==> src/rtl/mux_arb_pkg.sv <==
// Shared types and constants for the two-requester round-robin mux arbiter.
// The select encoding must match the existing 2:1 datapath mux (0 picks input a).
package mux_arb_pkg;

    typedef enum logic [1:0] {
        IDLE    = 2'd0,
        GRANT_A = 2'd1,
        GRANT_B = 2'd2
    } arb_state_e;

    localparam logic SEL_A = 1'b0;
    localparam logic SEL_B = 1'b1;

    function automatic arb_state_e grant_state(input logic sel);
        return (sel == SEL_B) ? GRANT_B : GRANT_A;
    endfunction

endpackage

==> src/rtl/mux2to1_w.sv <==
// Plain W-bit 2:1 mux; s0 = 0 passes a, s0 = 1 passes b.
module mux2to1_w
    import mux_arb_pkg::*;
#(
    parameter int W = 9
) (
    input  logic [W-1:0] a,
    input  logic [W-1:0] b,
    input  logic         s0,
    output logic [W-1:0] y
);

    // select between the two inputs
    always_comb begin
        y = a;
        if (s0 == SEL_B) begin
            y = b;
        end else begin
            y = a;
        end
    end

endmodule

==> src/rtl/mux2_rr_arbiter.sv <==
// Round-robin owner of a shared 2:1 mux select: grants A or B for a whole packet,
// alternates on ties, and force-releases a grant after MAX_BEATS beats without last.
module mux2_rr_arbiter
    import mux_arb_pkg::*;
#(
    parameter int WIDTH     = 8,
    parameter int MAX_BEATS = 16
) (
    input  logic             clk,
    input  logic             rst,
    input  logic             a_valid,
    input  logic [WIDTH-1:0] a_data,
    input  logic             a_last,
    output logic             a_ready,
    input  logic             b_valid,
    input  logic [WIDTH-1:0] b_data,
    input  logic             b_last,
    output logic             b_ready,
    output logic             y_valid,
    output logic [WIDTH-1:0] y_data,
    output logic             y_last,
    input  logic             y_ready,
    output logic             s0,
    output logic             busy,
    output logic             err
);

    localparam int               CNT_W   = $clog2(MAX_BEATS + 1);
    localparam logic [CNT_W-1:0] CNT_MAX = CNT_W'(MAX_BEATS);

    arb_state_e       state_q, state_d;
    logic             s0_q, s0_d;
    logic             last_grant_q, last_grant_d;
    logic             err_q, err_d;
    logic [CNT_W-1:0] cnt_q, cnt_d;
    logic [CNT_W-1:0] cnt_inc_s;
    logic [WIDTH:0]   mux_y_s;
    logic             xfer_s;

    mux2to1_w #(.W(WIDTH + 1)) u_mux (
        .a  ({a_last, a_data}),
        .b  ({b_last, b_data}),
        .s0 (s0_q),
        .y  (mux_y_s)
    );

    assign y_data    = mux_y_s[WIDTH-1:0];
    assign y_last    = mux_y_s[WIDTH];
    assign xfer_s    = y_valid & y_ready;
    assign cnt_inc_s = cnt_q + CNT_W'(1);
    assign s0        = s0_q;
    assign busy      = (state_q != IDLE);
    assign err       = err_q;

    // valid/ready gating: only the granted requester sees the downstream ready
    always_comb begin
        y_valid = 1'b0;
        a_ready = 1'b0;
        b_ready = 1'b0;
        case (state_q)
            GRANT_A: begin
                y_valid = a_valid;
                a_ready = y_ready;
            end
            GRANT_B: begin
                y_valid = b_valid;
                b_ready = y_ready;
            end
            default: begin
                y_valid = 1'b0;
                a_ready = 1'b0;
                b_ready = 1'b0;
            end
        endcase
    end

    // arbitration, beat counting and release decisions
    always_comb begin
        state_d      = state_q;
        s0_d         = s0_q;
        last_grant_d = last_grant_q;
        cnt_d        = cnt_q;
        err_d        = 1'b0;
        case (state_q)
            IDLE: begin
                if (a_valid && b_valid) begin
                    s0_d    = (last_grant_q == SEL_B) ? SEL_A : SEL_B;
                    state_d = grant_state(s0_d);
                    cnt_d   = {CNT_W{1'b0}};
                end else if (a_valid) begin
                    s0_d    = SEL_A;
                    state_d = GRANT_A;
                    cnt_d   = {CNT_W{1'b0}};
                end else if (b_valid) begin
                    s0_d    = SEL_B;
                    state_d = GRANT_B;
                    cnt_d   = {CNT_W{1'b0}};
                end else begin
                    state_d = IDLE;
                end
            end
            GRANT_A, GRANT_B: begin
                if (xfer_s && y_last) begin
                    state_d      = IDLE;
                    last_grant_d = s0_q;
                end else if (xfer_s && (cnt_inc_s == CNT_MAX)) begin
                    // packet overran its beat budget: drop the grant and flag it
                    state_d      = IDLE;
                    last_grant_d = s0_q;
                    err_d        = 1'b1;
                end else if (xfer_s) begin
                    cnt_d = cnt_inc_s;
                end else begin
                    cnt_d = cnt_q;
                end
            end
            default: begin
                state_d = IDLE;
            end
        endcase
    end

    // state registers; last_grant resets to B so A wins the first tie
    always_ff @(posedge clk) begin
        if (rst) begin
            state_q      <= IDLE;
            s0_q         <= SEL_A;
            last_grant_q <= SEL_B;
            err_q        <= 1'b0;
            cnt_q        <= {CNT_W{1'b0}};
        end else begin
            state_q      <= state_d;
            s0_q         <= s0_d;
            last_grant_q <= last_grant_d;
            err_q        <= err_d;
            cnt_q        <= cnt_d;
        end
    end

endmodule

==> config.mk <==
export PLATFORM = sky130hd
export DESIGN_NAME = mux2_rr_arbiter
export DESIGN_NICKNAME = d
export VERILOG_FILES = /design/src/rtl/mux_arb_pkg.sv /design/src/rtl/mux2to1_w.sv /design/src/rtl/mux2_rr_arbiter.sv
export SDC_FILE = /design/constraint.sdc
export NUM_CORES = 1
export LEC_CHECK = 0
export BUFFER_PORTS_ARGS = -buffer_cell sky130_fd_sc_hd__clkbuf_2
export CAP_MARGIN = 40
export CORE_MARGIN = 2
export CORE_UTILIZATION = 44
export CTS_CLUSTER_DIAMETER = 30
export CTS_CLUSTER_SIZE = 16
export DETAILED_ROUTE_END_ITERATION = 12
export HOLD_SLACK_MARGIN = 0.03
export PLACE_DENSITY = 0.77
export SYNTH_ARGS = -nofsm -noshare
export SYNTH_HDL_FRONTEND = slang
export SYNTH_SLANG_ARGS = --single-unit
export TNS_END_PERCENT = 100
==> constraint.sdc <==
create_clock -name clk -period 2.46 [get_ports clk]
set_input_delay 0 -clock clk [delete_from_list [all_inputs] [get_ports clk]]
set_output_delay 0 -clock clk [all_outputs]
set_load 0.01 [all_outputs]
==> results of run 1 <==
per-layer routing:
metal	part of all wire	global-route usage	vias to the layer above
met5	0	0	-
met4	0.019	0.05143	0
met3	0.089	0.03571	10
met2	0.49	0.3042	45
met1	0.40	0.2850	382
li1	-	-	421
power groups by stage:
stage	Sequential [mW]	Clock (mW)	Combinational (mW)
after floorplan	0.175	0	0.103
after global placement	0.174	0	0.158
after detailed placement	0.174	0	0.163
after CTS	0.170	0.156	0.165
after global routing	0.171	0.165	0.182
final	0.170	0.157	0.167
Yosys cell counts:
master	n
a211o_1	1
o21ai_0	9
inv_1	6
nand4_1	1
o211a_1	2
clkbuf_1	2
a22o_1	1
nand3b_1	1
xnor2_1	1
nor2_1	3
mux2_2	9
nor3_1	2
and4_1	1
mux2i_1	1
a211oi_2	2
nand2_1	12
nand3_1	5
ha_1	5
nor2b_1	3
nor4_1	1
and2_1	3
or2_2	1
buf_4	1
a31oi_1	2
dfxtp_1	10
or3b_2	1
o41ai_1	2
or3b_1	1
nor2_2	1
a21oi_1	4
through the flow:
step,instances,setup WS (ns),util,power [mW]
after CTS,151,0.3177,0.5970,0.4913
after global routing,151,0.1190,0.5970,0.5176
after floorplan,94,0.6851,-,0.2777
after global placement,147,0.4590,0.5756,0.3315
after detailed placement,147,0.3904,0.5756,0.3371
final,151,0.2853,0.5970,0.4944
layout make-up:
class                   instances  area, sq um
flip-flops and latches         10        200.2
well taps                      17        21.27
multi-input cells              75        528.0
inverters                       6        22.52
repair buffers                 39        200.2
clock buffers                   4        36.28
fillers                       155        680.7
flip-flops by register name (all words and copies together), names as in the netlist:
register      flops
err               1
cnt_q             5
last_grant_q      1
s0                1
state_q           2
layout by cell type (no fill, tap or decap):
cell,count
inv_1,6
nand2_1,12
nor4_1,1
mux2_2,9
and4_1,1
and2_1,3
nand3b_1,1
clkbuf_2,37
o211a_1,2
nor2_2,1
a211o_1,1
o21ai_0,9
nand4_1,1
or3b_2,1
nand3_1,5
a211oi_2,2
nor2b_1,3
clkbuf_4,3
a22o_1,1
a31oi_1,2
or2_2,1
dfxtp_1,10
nor2_1,3
a21oi_1,4
o41ai_1,2
or3b_1,1
mux2i_1,1
ha_1,5
clkbuf_8,1
xnor2_1,1
nor3_1,2
buf_4,2
critical path: cells and delay by family (launching register included):
| kind | cells | cell delay, ns |
|---|---|---|
| buffers and inverters | 1 | 0.22 |
| DFF | 1 | 0.38 |
| AOI/OAI and AO/OA | 3 | 0.75 |
| adders and majority gates | 1 | 0.28 |
| and+or+nand+nor | 2 | 0.46 |
path summary, 6_finish.rpt:
kind | start | end | slack [ns] | depth (start not counted)
max | cnt_q[0] | cnt_q[0] | 0.29 | 7
min | y_ready | err | 0.05 | 3
max reg2reg | cnt_q[0] | cnt_q[0] | 0.29 | 7
min reg2reg | state_q[1] | state_q[1] | 0.54 | 2
cells by family (layout without fill, tap and decap cells):
| kind of cell | after synthesis | count (layout) | share of synthesized area |
|---|---|---|---|
| xor gates and xnor gates | 1 | 1 | 0.01144 |
| adders and majority gates | 5 | 5 | 0.08170 |
| buffers and inverters | 9 | 49 | 0.04902 |
| AOI/OAI and AO/OA | 23 | 23 | 0.2059 |
| muxes | 10 | 10 | 0.1454 |
| and+or+nand+nor | 36 | 36 | 0.2451 |
| DFF | 10 | 10 | 0.2614 |
==> results.py, run 1 <==
metrics = {
    "critical_path": {
        "crit_path_start_kind": "register",
        "end_kind": "register",
        "crit_arrival_ns": 2.38,
        "cpPeakStageDelay_ns": 0.42,
        "setup.worst_path.class": "reg2reg",
        "required_ns": 2.66,
        "slowest_stage": "or3b_1",
        "crit_chain": "ha_1 -> or3b_1 -> o211a_1 -> a211oi_2 -> buf_4 -> nor2_2 -> a211oi_2",
        "path_max_fanout": 7,
        "path_common_cell": "a211oi_2",
    },
    "global_routing": {
        "grt_pass1_wl_um": 3056,
        "grt_use_total": 0.1982,
        "gr-total-overflow": 0,
        "antenna_found_initial": 0,
        "grt_max_degree": 14,
        "grt_pass1_vias": 692,
    },
    "die": {
        "floorplan.initialDensity": 0.4533,
        "rows": 15,
        "io_pins": 38,
        "fp.coreArea_sq_um": 1689,
        "die_area_sq_um": 2090,
        "die_h_um": 45.72,
        "die_x_um": 45.72,
    },
    "yosys": {
        "syn_avg_cell_area_sq_um": 8.146,
        "syn_inst": 94,
        "synth-seq-cells": 10,
        "yosys-top-cells-area": "dfxtp_1 (26%), mux2_2 (13%), ha_1 (8.2%)",
        "yosysTopAreaCell": "dfxtp_1",
        "synthesis.area_sq_um": 765.7,
        "synth.distinct_cells": 30,
        "synth_top_area_share": 0.2614,
        "syn_nets": 122,
        "yosysSeqAreaShare": 0.2614,
        "synth_warnings": 0,
    },
    "routing": {
        "ant_nets": 0,
        "viasPerCell": 5.682,
        "drt_pass1_iterations": 4,
        "wl_um": 2022,
        "drtIter0Drc": 35,
        "via_count": 858,
        "drc": 0,
        "wire_per_inst_um": 13.39,
    },
    "timing": {
        "grt_setup_unrepaired": "no",
        "setup_tns_ns": 0,
        "fin_crit_sh": 0.8840,
        "holdWs_ns": 0.04922,
        "setup_viol": 0,
        "slew_headroom": 0.6767,
        "fmax_mhz": 459.8,
        "period_needed_ns": 2.175,
        "hold_viol": 0,
        "slew_viol_final": 0,
        "fin_skew_ns": 0.0003330,
        "worstMarginPinSlew_ns": 0.4826,
    },
    "power": {
        "p_sw_frac": 0.3304,
        "switchingPower_mw": 0.1634,
        "p_comb_frac": 0.337,
        "seq_power_share": 0.345,
        "p_clk_frac": 0.318,
        "ir_drop_uv": 387.6,
        "p_leak_nw": 0.4757,
        "p_int_mw": 0.3311,
        "power-per-cell-area_nw_per_um2": 490.3,
    },
    "clock_tree": {
        "numClockSinks": 10,
        "clockBufferDepth": 2,
        "clk_latency_ns": 0.27,
        "hold_buffers": 0,
        "tritoncts": "built",
        "post_cts.resized_instances": 0,
        "cts_setup_buffers": 0,
        "clockRootBuffer": "clkbuf_4",
        "clk_pin_slew_worst_paths_ns": 0.07,
        "numCtsBuffers": 3,
        "cts_max_level": 1,
    },
    "finish": {
        "stdcell_area_sq_um": 1008,
        "area_delta_synth_final_pct": 31.70,
        "drive_gt1_frac": 0.4254,
        "num_antenna_cells": 0,
        "nets": 163,
    },
    "place": {
        "postPlaceCellArea_sq_um": 972.2,
        "dp_hpwl_um": 1517,
        "place_congestion": 0.8602,
        "port_buffers": 37,
    },
    "min_path": {
        "hp-class": "in2reg",
    },
    "run_status": {
        "outcome": "finished, final reports clean",
    },
    "flow_run": {
        "cap_violations": 0,
    },
}
Power figures use the tool's default switching activity.
==> inputs of run 2 (changes only) <==
--- a/config.mk
+++ b/config.mk
@@ -8,12 +8,12 @@
 export BUFFER_PORTS_ARGS = -buffer_cell sky130_fd_sc_hd__clkbuf_2
 export CAP_MARGIN = 40
 export CORE_MARGIN = 2
-export CORE_UTILIZATION = 44
+export CORE_UTILIZATION = 40
 export CTS_CLUSTER_DIAMETER = 30
 export CTS_CLUSTER_SIZE = 16
 export DETAILED_ROUTE_END_ITERATION = 12
 export HOLD_SLACK_MARGIN = 0.03
-export PLACE_DENSITY = 0.77
+export PLACE_DENSITY = 0.74
 export SYNTH_ARGS = -nofsm -noshare
 export SYNTH_HDL_FRONTEND = slang
 export SYNTH_SLANG_ARGS = --single-unit
==> constraint.sdc (replaced) <==
create_clock -name clk -period 1.93 [get_ports clk]
set_input_delay 0 -clock clk [delete_from_list [all_inputs] [get_ports clk]]
set_output_delay 0 -clock clk [all_outputs]
set_load 0.01 [all_outputs]
==> run 2 against run 1 <==
Against the previous run: cell count up 7.3%; clock skew up 0.00063 ns; sequential power grew 28%; register-to-register slack got worse by 0.16 ns; power rose by 26%; global-route usage is 0.21 points higher; critical path depth is the same; worst hold slack gained 0.0086 ns; worst setup slack got worse by 0.16 ns; non-clock buffer count increased by 3.
==> results.py, run 2 (same netlist as run 1, synthesis figures left out) <==
metrics = {
    "run_status": {
        "outcome": "finished, final reports clean",
    },
    "finish": {
        "largest_register": "cnt_q",
        "nets": 166,
        "drive_gt1_frac": 0.4453,
        "num_antenna_cells": 0,
        "fill_cells": 172,
        "regArea_sq_um": 200.2,
        "largest_reg_flops": 5,
        "multi_input_comb_area_sq_um": 534.3,
        "final_common_cell": "clkbuf_2",
        "reg.largest.list": "cnt_q (5), state_q (2)",
        "final_cell_mix": "clkbuf_2 (37), nand2_1 (12), dfxtp_1 (10), mux2_2 (9), o21ai_0 (9)",
        "area_delta_synth_final_pct": 36.76,
    },
    "global_routing": {
        "grt_pass1_wl_um": 3222,
        "grt_pass1_vias": 757,
        "antenna_found_initial": 0,
        "gr-total-overflow": 0,
        "grt_max_degree": 14,
        "grt_use_total": 0.2003,
    },
    "clock_tree": {
        "numCtsBuffers": 3,
        "clockBufferDepth": 2,
        "numClockSinks": 10,
        "tritoncts": "built",
        "clk_pin_slew_worst_paths_ns": 0.07,
        "cts_setup_buffers": 0,
        "cts_max_level": 1,
        "clockRootBuffer": "clkbuf_4",
        "clk_latency_ns": 0.27,
    },
    "die": {
        "fp.coreArea_sq_um": 1764,
        "rows": 15,
        "die_x_um": 47.76,
        "die_h_um": 47.76,
        "io_pins": 38,
        "die_area_sq_um": 2281,
        "floorplan.initialDensity": 0.4340,
    },
    "min_path": {
        "hold_path.startpoint": "y_ready",
        "hp-class": "in2reg",
    },
    "routing": {
        "ant_nets": 0,
        "drt_pass1_iterations": 4,
        "viasPerCell": 5.173,
        "wire_per_inst_um": 11.59,
        "drc": 0,
        "wl_um": 1878,
        "via_count": 838,
        "drtIter0Drc": 13,
    },
    "critical_path": {
        "required_ns": 2.13,
        "r2r_cells": 7,
        "r2r-start": "cnt_q[1]",
        "path_max_fanout": 6,
        "crit_arrival_ns": 2.00,
        "crit_start": "cnt_q[1]",
        "endpoint": "cnt_q[0]",
        "crit_path_start_kind": "register",
        "reg2reg_slack_ns": 0.12,
        "reg2reg_to": "cnt_q[0]",
        "end_kind": "register",
        "setup.worst_path.class": "reg2reg",
    },
    "timing": {
        "holdWs_ns": 0.05780,
        "hold_viol": 0,
        "period_needed_ns": 1.806,
        "setup_viol": 0,
        "slew_headroom": 0.7237,
        "fin_skew_ns": 0.0009581,
        "fmax_mhz": 553.7,
        "setup_tns_ns": 0,
        "worstMarginPinSlew_ns": 0.4029,
        "fin_crit_sh": 0.9358,
        "slew_viol_final": 0,
        "grt_setup_unrepaired": "no",
    },
    "place": {
        "dp_hpwl_um": 1455,
        "port_buffers": 37,
        "place_congestion": 0.7628,
    },
    "power": {
        "p_leak_nw": 0.4921,
        "power-per-cell-area_nw_per_um2": 592.9,
        "ir_drop_uv": 365.3,
    },
    "flow_run": {
        "cap_violations": 0,
    },
}
[run 2: changes by cell type in the layout (fill, tap and decap cells not counted)]
cell / change
buf_4: +3
a31oi_1: -1
a31oi_2: +1
[run 2: power breakdown]
| part | internal [mW] | switching [mW] |
|---|---|---|
| clock network | 0.115 | 0.0838 |
| registers | 0.213 | 0.00388 |
| logic | 0.0943 | 0.111 |
| total | 0.422 | 0.199 |
[run 2: cell type report]
cell class	count	share of cell area
Tap cell	25	0.02987
Inverter	6	0.02151
Timing Repair Buffer	42	0.2127
Sequential cell	10	0.1912
Clock buffer	4	0.03465
Multi-Input combinational cell	75	0.5102
[run 2: what timing repair did]
item,in CTS,in global routing
hold buffers,0,0
endpoints found under the hold margin,0,0
setup endpoints to repair,0,4
gates resized for setup,0,1
[run 2: worst min path at each step]
stage,end,cells past startpoint,slack [ns]
finish,err,3,0.06
global route,s0,3,0.09
CTS,err,3,0.04
detailed placement,y_data[3],3,0.32
global placement,y_data[5],3,0.31
floorplan,state_q[1],1,0.1
[run 2: routing by layer]
layer	share of wire	track usage
met5	0	0
met4	0.017	0.08108
met3	0.079	0.03774
met2	0.44	0.3200
met1	0.46	0.2648
[run 2: critical path, cell delays in order, from the launching register on]
cell and delay, ns:
dfxtp_1 0.36, ha_1 0.21, or3b_1 0.37, o211a_1 0.15
a211oi_2 0.21, buf_4 0.18, nor2_2 0.04, a211oi_2 0.21
[run 2: stage by stage]
step                      cell area, sq um  setup WS, ns  utilization  instances  power [mW]
after floorplan                      765.7        0.1551            -         94      0.3539
after global routing                  1047       0.01805       0.5936        162      0.6582
after CTS                             1041       0.08465       0.5901        162      0.6207
final                                 1047        0.1238       0.5936        162      0.6210
after detailed placement              1005        0.1054       0.5695        158      0.4260
after global placement                1005        0.1823       0.5695        158      0.4222
